**src/rtl/pulse_period_meter.sv**
```systemverilog
// Measures the spacing between rising edges of an asynchronous pulse train in
// enabled clock cycles and presents each interval through a valid/ready register.
module pulse_period_meter #(
  parameter int N           = 8,
  parameter int SYNC_STAGES = 2
) (
  input  logic         clk,
  input  logic         rst,
  input  logic         ena,
  input  logic         pulse_in,
  output logic [N-1:0] period,
  output logic         overflow,
  output logic         period_valid,
  input  logic         period_ready,
  output logic         missed
);

  typedef enum logic [1:0] {
    IDLE    = 2'd0,
    MEASURE = 2'd1,
    SAT     = 2'd2
  } state_e;

  localparam logic [N-1:0] CNT_MAX = '1;

  // Input synchronizer and edge detector
  logic [SYNC_STAGES-1:0] sync_q, sync_d;
  logic                   delay_q, delay_d;
  logic                   rise;

  // Interval measurement
  state_e                 state_q, state_d;
  logic [N-1:0]           cnt_q, cnt_d;
  logic                   capture;
  logic [N-1:0]           cap_period;
  logic                   cap_ovf;

  // Output register
  logic [N-1:0]           period_q, period_d;
  logic                   overflow_q, overflow_d;
  logic                   valid_q, valid_d;
  logic                   missed_q, missed_d;
  logic                   accept;

  // Edge detection runs every cycle regardless of ena, so no edge is lost
  // while the counter is frozen.
  always_comb begin
    sync_d  = {sync_q[SYNC_STAGES-2:0], pulse_in};
    delay_d = sync_q[SYNC_STAGES-1];
    rise    = sync_q[SYNC_STAGES-1] & ~delay_q;
  end

  always_comb begin
    // NOTE: every signal gets a default before the case so no path leaves one
    // unassigned, which would infer a latch.
    state_d    = state_q;
    cnt_d      = cnt_q;
    capture    = 1'b0;
    cap_period = cnt_q;
    cap_ovf    = 1'b0;

    unique case (state_q)
      IDLE: begin
        if (rise) begin
          cnt_d   = '0;
          state_d = MEASURE;
        end
      end

      MEASURE: begin
        if (rise) begin
          capture    = 1'b1;
          cap_period = cnt_q;
          cnt_d      = '0;
        end else if (ena) begin
          if (cnt_q == CNT_MAX) begin
            state_d = SAT;
          end else begin
            cnt_d = cnt_q + 1'b1;
          end
        end
      end

      SAT: begin
        cnt_d = CNT_MAX;
        if (rise) begin
          capture    = 1'b1;
          cap_period = CNT_MAX;
          cap_ovf    = 1'b1;
          cnt_d      = '0;
          state_d    = MEASURE;
        end
      end

      default: begin
        state_d = IDLE;
        cnt_d   = '0;
      end
    endcase
  end

  // A capture while the held result is unconsumed is dropped and flagged;
  // an accept in the same cycle frees the slot for the new result.
  always_comb begin
    accept     = valid_q & period_ready;
    period_d   = period_q;
    overflow_d = overflow_q;
    valid_d    = valid_q;
    missed_d   = missed_q;

    if (capture) begin
      if (!valid_q || period_ready) begin
        period_d   = cap_period;
        overflow_d = cap_ovf;
        valid_d    = 1'b1;
      end else begin
        missed_d = 1'b1;
      end
    end else if (accept) begin
      valid_d = 1'b0;
    end

    if (accept) begin
      missed_d = 1'b0;
    end
  end

  // NOTE: state registers use non-blocking assignments so every flop samples
  // the pre-edge values of the others, independent of statement order.
  always_ff @(posedge clk or posedge rst) begin
    if (rst) begin
      sync_q     <= '0;
      delay_q    <= 1'b0;
      state_q    <= IDLE;
      cnt_q      <= '0;
      period_q   <= '0;
      overflow_q <= 1'b0;
      valid_q    <= 1'b0;
      missed_q   <= 1'b0;
    end else begin
      sync_q     <= sync_d;
      delay_q    <= delay_d;
      state_q    <= state_d;
      cnt_q      <= cnt_d;
      period_q   <= period_d;
      overflow_q <= overflow_d;
      valid_q    <= valid_d;
      missed_q   <= missed_d;
    end
  end

  assign period       = period_q;
  assign overflow     = overflow_q;
  assign period_valid = valid_q;
  assign missed       = missed_q;

endmodule

```
**config.mk**
```make
export PLATFORM = sky130hd
export DESIGN_NAME = pulse_period_meter
export DESIGN_NICKNAME = d
export VERILOG_FILES = /design/src/rtl/pulse_period_meter.sv
export SDC_FILE = /design/constraint.sdc
export NUM_CORES = 1
export LEC_CHECK = 0
export CORE_MARGIN = 3
export CORE_UTILIZATION = 54
export CTS_CLUSTER_DIAMETER = 30
export DETAILED_ROUTE_END_ITERATION = 7
export GPL_TIMING_DRIVEN = 1
export HOLD_SLACK_MARGIN = 0.1
export PLACE_DENSITY = 0.76
export REMOVE_ABC_BUFFERS = 1
export SETUP_SLACK_MARGIN = 0.1
export SLEW_MARGIN = 10
export SYNTH_ARGS = -nofsm -noshare
export SYNTH_HDL_FRONTEND = slang
export SYNTH_SLANG_ARGS = --single-unit
```
**constraint.sdc**
```tcl
create_clock -name clk -period 1.7 [get_ports clk]
set_input_delay 0.34 -clock clk [delete_from_list [all_inputs] [get_ports clk]]
set_output_delay 0.34 -clock clk [all_outputs]
set_load 0.05 [all_outputs]
```
==> flow_results.xml <==
<?xml version="1.0" encoding="UTF-8"?>
<metrics>
  <group name="floorplan">
    <metric name="initial_core_util" unit="%">58.1</metric>
    <metric name="die_height" unit="um">55.3</metric>
    <metric name="die_area" unit="mm^2">0.00305</metric>
    <metric name="row_count" unit="">17</metric>
    <metric name="die_width" unit="um">55.3</metric>
    <metric name="io_pins" unit="">16</metric>
    <metric name="design.core.area" unit="mm^2">0.00225</metric>
  </group>
  <group name="timing">
    <metric name="worst_slack" unit="ns">0.0819</metric>
    <metric name="rsz0062_at_grt" unit="">true</metric>
    <metric name="finalHoldViolations" unit="">0</metric>
    <metric name="final.period_utilization" unit="%">95.2</metric>
    <metric name="max_freq" unit="GHz">0.618</metric>
    <metric name="fin_worst_skew" unit="ns">0.00763</metric>
    <metric name="transition_time_at_the_pin_with_the_least_slew_margin" unit="ns">0.355</metric>
    <metric name="timing.final.crit_period" unit="ns">1.62</metric>
    <metric name="hold_slack" unit="ns">0.344</metric>
    <metric name="final-setup-viol-count" unit="">0</metric>
    <metric name="final-max-slew-violation-count" unit="">0</metric>
    <metric name="relSlewSlack" unit="%">76.3</metric>
  </group>
  <group name="drt">
    <metric name="routed_wire_length_per_instance" unit="um">17.4</metric>
    <metric name="via_count" unit="">1201</metric>
    <metric name="dr.pass1.iters" unit="">4</metric>
    <metric name="drt-vias-per-instance" unit="">6.22</metric>
    <metric name="detail_route.iter0.violations" unit="">59</metric>
    <metric name="wirelength" unit="um">3350</metric>
    <metric name="antenna_left" unit="">0</metric>
    <metric name="drcViolationCount" unit="">0</metric>
  </group>
  <group name="placement">
    <metric name="dp_slack" unit="ns">0.0345</metric>
    <metric name="place_congestion" unit="">0.882</metric>
    <metric name="dpl_cell_area" unit="mm^2">0.00149</metric>
    <metric name="hpwl" unit="um">2060</metric>
    <metric name="port-buffer-count" unit="">15</metric>
    <metric name="placed_cells_incl_taps" unit="">181</metric>
  </group>
  <group name="logic_synthesis">
    <metric name="synth-warning-count" unit="">0</metric>
    <metric name="synth.largest_area_cell" unit="">sky130_fd_sc_hd__dfrtp_1</metric>
    <metric name="portion_of_synthesized_cell_area_occupied_by_the_leading_cell_type" unit="%">45.8</metric>
    <metric name="syn_avg_cell_area" unit="um^2">9.63</metric>
    <metric name="synth_top_cells_by_area" unit="">sky130_fd_sc_hd__dfrtp_1 (46%), sky130_fd_sc_hd__a21oi_1 (5.7%), sky130_fd_sc_hd__ha_1 (4.8%)</metric>
    <metric name="synth-seq-area-share" unit="%">45.8</metric>
    <metric name="synth.cell_area" unit="mm^2">0.00131</metric>
    <metric name="post_synth_inst_count" unit="">136</metric>
    <metric name="synth_enable_flop_cells" unit="">0</metric>
    <metric name="synth_most_common_cell" unit="">sky130_fd_sc_hd__dfrtp_1</metric>
    <metric name="yosys.cell_types.count" unit="">41</metric>
    <metric name="most_common_library_cells_after_synthesis" unit="">sky130_fd_sc_hd__dfrtp_1 (24), sky130_fd_sc_hd__nand2_1 (16), sky130_fd_sc_hd__a21oi_1 (15)</metric>
    <metric name="asyncSetResetFlopFracSynth" unit="%">100</metric>
    <metric name="yosys_most_used_dff" unit="">sky130_fd_sc_hd__dfrtp_1</metric>
    <metric name="count_of_state_elements_after_synthesis" unit="">24</metric>
  </group>
  <group name="min_path">
    <metric name="min_path_type" unit="">input port to asynchronous set/reset pin</metric>
  </group>
  <group name="finish">
    <metric name="syn2layout_area_growth" unit="%">25.6</metric>
    <metric name="instances_no_fill" unit="">193</metric>
    <metric name="final_design_area_no_fill" unit="mm^2">0.00165</metric>
    <metric name="n_antenna_cell" unit="">0</metric>
    <metric name="drive_gt1_share" unit="%">30.3</metric>
    <metric name="num-fill-cells" unit="">162</metric>
    <metric name="layout.nets" unit="">176</metric>
  </group>
  <group name="setup_path">
    <metric name="timing.critical_path.required" unit="ns">1.92</metric>
    <metric name="critPathMaxFanout" unit="">5</metric>
    <metric name="crit-reg2reg-launch" unit="">state_q[1]$_DFFE_PP0P_</metric>
    <metric name="cp-startpoint" unit="">state_q[1]$_DFFE_PP0P_</metric>
    <metric name="cp.arrival" unit="ns">1.84</metric>
    <metric name="setup.worst_path.class" unit="">flop to flop</metric>
    <metric name="timing.critical_path.from_type" unit="">flop</metric>
    <metric name="worstSetupEndpointType" unit="">flop</metric>
  </group>
  <group name="power">
    <metric name="leakagePower" unit="nW">0.758</metric>
    <metric name="cellPowerDensity" unit="mW/mm^2">1070</metric>
    <metric name="ir_worst_vdd" unit="uV">966</metric>
  </group>
  <group name="clock_network">
    <metric name="cts.hold.buffers_added" unit="">0</metric>
    <metric name="clk_transition_reported_paths" unit="ns">0.14</metric>
    <metric name="cts_sinks" unit="">24</metric>
    <metric name="tritoncts_clock_tree" unit="">done</metric>
    <metric name="insertion_delay" unit="ns">0.32</metric>
    <metric name="clk_root_buffer_cell" unit="">sky130_fd_sc_hd__clkbuf_4</metric>
    <metric name="ctsLongestPathBuffers" unit="">2</metric>
    <metric name="cts_made_buffers" unit="">3</metric>
    <metric name="h-tree-depth" unit="">1</metric>
  </group>
  <group name="status">
    <metric name="status" unit="">complete, no violations</metric>
  </group>
  <group name="grt">
    <metric name="grt-ovfl-total" unit="">0</metric>
    <metric name="via_count_of_the_first_global_routing_pass" unit="">1173</metric>
    <metric name="first_pass_grt_wire_length" unit="um">5330</metric>
    <metric name="groute.usage.overall" unit="%">21.2</metric>
    <metric name="pin_count_of_the_biggest_net_entering_global_routing" unit="">25</metric>
    <metric name="grt_antenna_before_repair" unit="">0</metric>
  </group>
  <group name="job">
    <metric name="cap_viol_max_count" unit="">0</metric>
  </group>
</metrics>
==> stage by stage <==
step	setup TNS [ns]	utilization, %	power, mW
6_report	0	73.0	1.77
4_1_cts	0	70.2	1.64
3_3_place_gp	0	66.1	1.24
3_5_place_dp	0	66.1	1.26
2_1_floorplan	-0.702	-	1.06
5_1_grt	0	73.0	1.85
==> cell type report <==
cell class	instances	area, um^2	share of cell area, %
Clock buffer	4	36.3	2.21
Inverter	5	18.8	1.14
Tap cell	28	35.0	2.13
Sequential cell	24	602	36.6
Multi-Input combinational cell	98	684	41.6
Timing Repair Buffer	34	269	16.3
==> where the power goes <==
part	leakage, nW	switching (mW)	internal [mW]
clock	0.0210	0.176	0.131
sequential	0.324	0.0398	0.617
combinational	0.412	0.456	0.348
==> placed cells by master, fill, tap and decap left out, types with 3 or more instances in the layout <==
master / instances
sky130_fd_sc_hd__buf_4: 29
sky130_fd_sc_hd__dfrtp_1: 23
sky130_fd_sc_hd__nand2_1: 16
sky130_fd_sc_hd__a21oi_1: 15
sky130_fd_sc_hd__o211ai_1: 6
sky130_fd_sc_hd__o21ai_0: 6
sky130_fd_sc_hd__inv_1: 4
sky130_fd_sc_hd__o21ai_1: 4
sky130_fd_sc_hd__a31oi_1: 4
sky130_fd_sc_hd__clkdlybuf4s50_1: 4
sky130_fd_sc_hd__nor2b_1: 3
sky130_fd_sc_hd__nand3_1: 3
sky130_fd_sc_hd__nor2_1: 3
sky130_fd_sc_hd__nand2b_1: 3
sky130_fd_sc_hd__clkbuf_4: 3
==> cells by family (layout without fill, tap and decap cells) <==
family,count (synthesis),in the layout,share of synthesized area [%]
compound gates,49,49,24.8
fa+ha+maj,5,5,4.78
buf+inv,14,43,5.92
flops,24,24,45.8
mux,1,1,0.860
simple gates,43,43,17.8
==> state kept, by name (all words and copies together), names as in the netlist <==
register,flops
cnt_q,8
period,8
state_q,2
sync_q,2
delay_q,1
missed,1
overflow,1
period_valid,1
==> repair_timing <==
action | 4_1_cts | 5_1_grt
buffers inserted | 6 | 2
endpoints found under the setup margin | 3 | 14
resized for setup | 5 | 11
pin swaps | 1 | 1
==> critical path, stage by stage (launching register included) <==
cell                       delay (ns)
sky130_fd_sc_hd__dfrtp_1         0.41
sky130_fd_sc_hd__inv_2           0.11
sky130_fd_sc_hd__ha_4            0.16
sky130_fd_sc_hd__nand4_1         0.18
sky130_fd_sc_hd__o211ai_4        0.29
sky130_fd_sc_hd__buf_4           0.16
sky130_fd_sc_hd__a211oi_1        0.05
sky130_fd_sc_hd__nand2b_1        0.14
==> layer usage <==
metal  GRT usage [%]  part of all wire [%]  vias up
met4            9.72                   4.8        0
met2            34.6                    48       71
li1                -                     -      550
met5               0                     0        -
met3            3.97                   7.4       24
met1            27.2                    40      556
==> final timing paths <==
| check | end | slack (ns) | cells past startpoint |
|---|---|---|---|
| max in group asynchronous | state_q[0]$_DFFE_PP0P_ | 1.11 | 3 |
| max | cnt_q[7]$_DFFE_PP0P_ | 0.08 | 7 |
| min reg2reg | sync_q[1]$_DFF_PP0_ | 0.37 | 0 |
| min in group clk | sync_q[1]$_DFF_PP0_ | 0.37 | 0 |
| min | cnt_q[5]$_DFFE_PP0P_ | 0.34 | 3 |
| max reg2reg | cnt_q[7]$_DFFE_PP0P_ | 0.08 | 7 |
No activity file was read; power rests on OpenSTA's default activity.
==> variant 1 (config.mk and constraints unchanged) <==
Register the output `overflow` once more; this adds one clock of latency there. The other outputs are not delayed to match.
--- a/src/rtl/pulse_period_meter.sv
+++ b/src/rtl/pulse_period_meter.sv
@@ -150,7 +150,9 @@
   end
 
   assign period       = period_q;
-  assign overflow     = overflow_q;
+  always_ff @(posedge clk) begin
+    overflow <= overflow_q;
+  end
   assign period_valid = valid_q;
   assign missed       = missed_q;
 
Function: no difference found for any inputs over 10 cycles, from zero or initial values and one cycle with rst high; that may be too few to reach the edited logic, so the function may still have changed.
==> variant 1 against the original RTL <==
  * Wire length down 3.3%
  * Power shrank 4.3%
  * Final cell count increased by 4.7%
  * Sequential cell count increased by 1
  * Critical path type unchanged
  * Design area is 1.2% higher
  * Critical path depth stayed put
  * Synthesized area down 2.5%
  * Setup slack improved by 0.011 ns
  * Via count increased by 4.0%
==> variant 1: results <==
[route]
drt-vias-per-instance = 6.18
drt_iter0_drc = 61
antenna_left = 0
dr.pass1.iters = 5
wl_per_cell_um = 16.1

[placed_design]
io_buffers = 15
dpl_cell_area_um2 = 1490
hpwl_mm = 2.11
routabilityCongestion = 0.927

[global_routing]
track_usage_pct = 22.4
grt_pass1_wl_mm = 4.80
first_global_vias = 1067

[run_status]
outcome = "completed"

[cells_and_area]
fin_nets = 186
fill_cells = 143
drive_gt1_share_pct = 29.7

[worst_setup_path]
cp_max_fo = 6
cpLargestDelayFamily = "compound AO/OA/AOI/OAI gates"

[synthesis]
async_flop_share_pct = 96.0
yosys-top-cells-count = "dfrtp_1 (24), nand2_1 (22), a21oi_1 (18)"
synth_area_leaders = "dfrtp_1 (47%), a21oi_1 (7.1%), o21ai_0 (6.7%)"
synth_cell_type_count = 31

[pwr]
p_switching_w = 0.000668
ir_worst_vdd_uv = 873
leakage_nw = 0.744

[clock_network]
clk_latency_ns = 0.32
clockRootBuffer = "clkbuf_4"

[timing]
tightest_slew_ns = 0.290
clock_skew_ns = 0.0111
[variant 1: cell count changes in the layout (fill, tap and decap cells not counted), sizes merged, moves of 2 or more]
cell    delta
a21oi      +2
a31o       -2
a41oi      -2
and2b      -2
nand2      +6
nand3      +5
nor2       +3
o211ai     -5
o21ai      +8
or2b       -2
[variant 1: worst paths after layout]
path / to / from / slack, ns / cells past startpoint
setup / recovery: cnt_q[5]$_DFFE_PP0P_ / state_q[1]$_DFFE_PP0P_ / 0.09 / 7
hold / removal: period[3]$_DFFE_PP0P_ / rst / 0.34 / 3
setup reg to reg: cnt_q[5]$_DFFE_PP0P_ / state_q[1]$_DFFE_PP0P_ / 0.09 / 7
hold reg to reg: sync_q[1]$_DFF_PP0_ / sync_q[0]$_DFF_PP0_ / 0.37 / 0
max in group asynchronous: cnt_q[5]$_DFFE_PP0P_ / rst / 1.10 / 3
min in group clk: sync_q[1]$_DFF_PP0_ / sync_q[0]$_DFF_PP0_ / 0.37 / 0
[variant 1: power groups by stage]
stage	Sequential (W)	Clock, W	Combinational [W]
after floorplan	0.000758	0	0.000279
after global routing	0.000685	0.000297	0.000794
after detailed placement	0.000680	0	0.000587
after CTS	0.000669	0.000276	0.000609
final	0.000677	0.000266	0.000749
after global placement	0.000676	0	0.000564
[variant 1: worst min-delay path, delay by kind of cell]
family / cells / cell delay (ns)
buf+inv: 3 / 0.74
[variant 1: logic make-up after synthesis]
family	Yosys count	share of synthesized area, %
AOI/OAI and AO/OA	50	22.2
adders and majority gates	5	4.90
buffers and inverters	14	5.68
DFF	25	48.6
and+or+nand+nor	50	18.6
[variant 1: repair_timing]
item,4_1_cts,5_1_grt
buffers inserted,1,3
pin swaps,0,7
resized for setup,4,25
cloned,0,2
endpoints found under the setup margin,12,19
[variant 1: layout make-up]
type / count / area [um^2] / share of cell area (%)
Multi-Input combinational cell: 106 / 686 / 41.2
Sequential cell: 25 / 624 / 37.5
Timing Repair Buffer: 34 / 269 / 16.2
Tap cell: 27 / 33.8 / 2.03
Clock buffer: 3 / 22.5 / 1.35
Inverter: 6 / 22.5 / 1.35
Clock inverter: 1 / 7.51 / 0.451
[variant 1: per-stage QoR]
stage / cells / setup WS (ns) / power, W
floorplan: 136 / -0.374 / 0.00104
global placement: 192 / 0.0543 / 0.00124
detailed placement: 192 / -0.0497 / 0.00127
CTS: 197 / 0.102 / 0.00155
global route: 202 / 0.0294 / 0.00178
finish: 202 / 0.0930 / 0.00169
[variant 1: layer usage]
metal	track usage (%)	vias up	share of wire [%]
li1	-	575	-
met1	29.2	593	40
met2	36.4	69	49
met3	5.18	12	8.4
met4	6.64	0	2.4
met5	0	-	0
==> variant 2 (same flow settings) <==
Made on the original files. Set the parameter `N` to 7 (it was 8).
--- a/src/rtl/pulse_period_meter.sv
+++ b/src/rtl/pulse_period_meter.sv
@@ -1,7 +1,7 @@
 // Measures the spacing between rising edges of an asynchronous pulse train in
 // enabled clock cycles and presents each interval through a valid/ready register.
 module pulse_period_meter #(
-  parameter int N           = 8,
+  parameter int N           = 7,
   parameter int SYNC_STAGES = 2
 ) (
   input  logic         clk,
Interface: changed (resized period); port bits go from 16 to 15. No check against the original RTL was run, so the function may have changed too.
==> variant 2 against the original RTL <==
  * Setup slack improved by 0.097 ns
  * Power fell by 17%
  * Design area shrank 14%
  * Synthesized area fell by 7.3%
  * Via count fell by 20%
  * Utilization down 3.5 points
  * First-iteration DRC count down 36%
  * Sequential cell count fell by 2
  * Wire length down 24%
  * Count of clock-buffer cells in the layout is the same
  * Critical path type unchanged
  * Largest power group is now sequential cells
  * Highest routed layer unchanged
==> variant 2: results <==
[synthesis]
yosys-top-cells-count = "dfrtp_1 (22), a21oi_1 (16), nand2_1 (16)"
yosys_warnings = 0
seq_area_frac_synth_pct = 45.3
synth_area_leaders = "dfrtp_1 (45%), a21oi_1 (6.6%), ha_1 (5.1%)"
synth_edf_count = 0
synth_cell_type_count = 27
syn_inst = 126
async_flop_share_pct = 100

[cells_and_area]
fin_nets = 157
drive_gt1_share_pct = 23.3
fill_cells = 163
antenna_cells = 0

[pwr]
leakage_nw = 0.615
p_switching_w = 0.000536
ir_worst_vdd_uv = 838

[worst_setup_path]
cp_max_fo = 8
cp_data_arrival_time_ns = 1.71
regToRegStartpoint = "state_q[0]$_DFFE_PP0P_"
critPathMaxStageDelay_ns = 0.44
cp_slowest_cell = "dfrtp_1"
worstReg2RegEnd = "cnt_q[6]$_DFFE_PP0P_"
ff2ff_path_depth = 6
reg2reg_slack_ns = 0.18

[timing]
fin_hold_ws_ns = 0.362
clock_skew_ns = 0.00701
tightest_slew_ns = 0.337

[clock_network]
clk_pin_slew_ns = 0.12
cts_buffers = 3
clk_latency_ns = 0.30
clockRootBuffer = "clkbuf_4"
cts.path.max_buffers = 2
h-tree-depth = 1

[placed_design]
io_buffers = 14
dp_cells = 167
hpwl_mm = 1.87
dpl_cell_area_um2 = 1340
routabilityCongestion = 0.884

[route]
via_count = 964
wl_per_cell_um = 14.8
drt_iter0_drc = 38
dr.pass1.iters = 4
drt-vias-per-instance = 5.57

[global_routing]
grt_start_max_net_pins = 23
track_usage_pct = 21.7
grt_pass1_wl_mm = 4.50
antenna_found_initial = 0
first_global_vias = 996

[run_status]
outcome = "completed"

[worst_hold_path]
min_path_type = "in -> async"
==> variant 2: cell count changes after synthesis, sizes merged, moves of 4 or more <==
cell	unedited run	this run
o22ai	0	4
buf	9	3
o211ai	7	2
nor2	4	8
==> variant 2: kinds of logic (layout without fill, tap and decap cells) <==
kind of cell / Yosys count / in the layout / share of synthesized area (%)
AOI/OAI and AO/OA: 41 / 41 / 21.1
and+or+nand+nor: 46 / 46 / 20.9
DFF: 22 / 22 / 45.3
buffers and inverters: 12 / 32 / 7.52
adders and majority gates: 5 / 5 / 5.15
==> variant 2: how the worst max path moves through the flow <==
| stage | from | to |
|---|---|---|
| after CTS | state_q[0]$_DFFE_PP0P_ | state_q[0]$_DFFE_PP0P_ |
| after global placement | state_q[1]$_DFFE_PP0P_ | cnt_q[5]$_DFFE_PP0P_ |
| after global routing | state_q[0]$_DFFE_PP0P_ | state_q[0]$_DFFE_PP0P_ |
| after floorplan | state_q[0]$_DFFE_PP0P_ | period[1]$_DFFE_PP0P_ |
| final | state_q[0]$_DFFE_PP0P_ | cnt_q[6]$_DFFE_PP0P_ |
| after detailed placement | ena | state_q[0]$_DFFE_PP0P_ |
==> variant 2: stage by stage <==
stage	worst slack, ns	total power [W]
after floorplan	0.171	0.000983
after global placement	0.101	0.00113
after detailed placement	0.0106	0.00115
after CTS	0.110	0.00144
after global routing	0.0540	0.00156
final	0.179	0.00147
==> variant 2: worst max-delay path, delay by kind of cell, from the launching register on <==
kind | cells | cell delay [ns]
flops | 1 | 0.44
compound gates | 3 | 0.39
fa+ha+maj | 1 | 0.30
buf+inv | 2 | 0.28
==> variant 2: routing by layer <==
layer | track usage, % | part of all wire [%]
met1 | 27.3 | 46
met2 | 36.1 | 48
met3 | 3.10 | 4.7
met4 | 9.79 | 1.5
met5 | 0 | 0
==> variant 2: final cells by class <==
cell class,count,area (um^2),area share [%]
well taps,27,33.8,2.38
multi-input cells,92,601,42.3
clock buffers,4,36.3,2.56
repair buffers,22,175,12.3
inverters,6,22.5,1.59
flip-flops and latches,22,551,38.8
==> variant 2: power by group through the flow <==
stage               sequential [W]  combinational (W)  clock, W
floorplan                 0.000688           0.000295         0
global placement          0.000606           0.000524         0
detailed placement        0.000610           0.000541         0
CTS                       0.000599           0.000547  0.000293
global route              0.000608           0.000646  0.000310
finish                    0.000601           0.000589  0.000280
==> variant 2: what timing repair did <==
action                     4_1_cts  5_1_grt
pin swaps                        0        1
setup buffers                    1        1
gates resized for setup          1        6
setup endpoints to repair        7        8
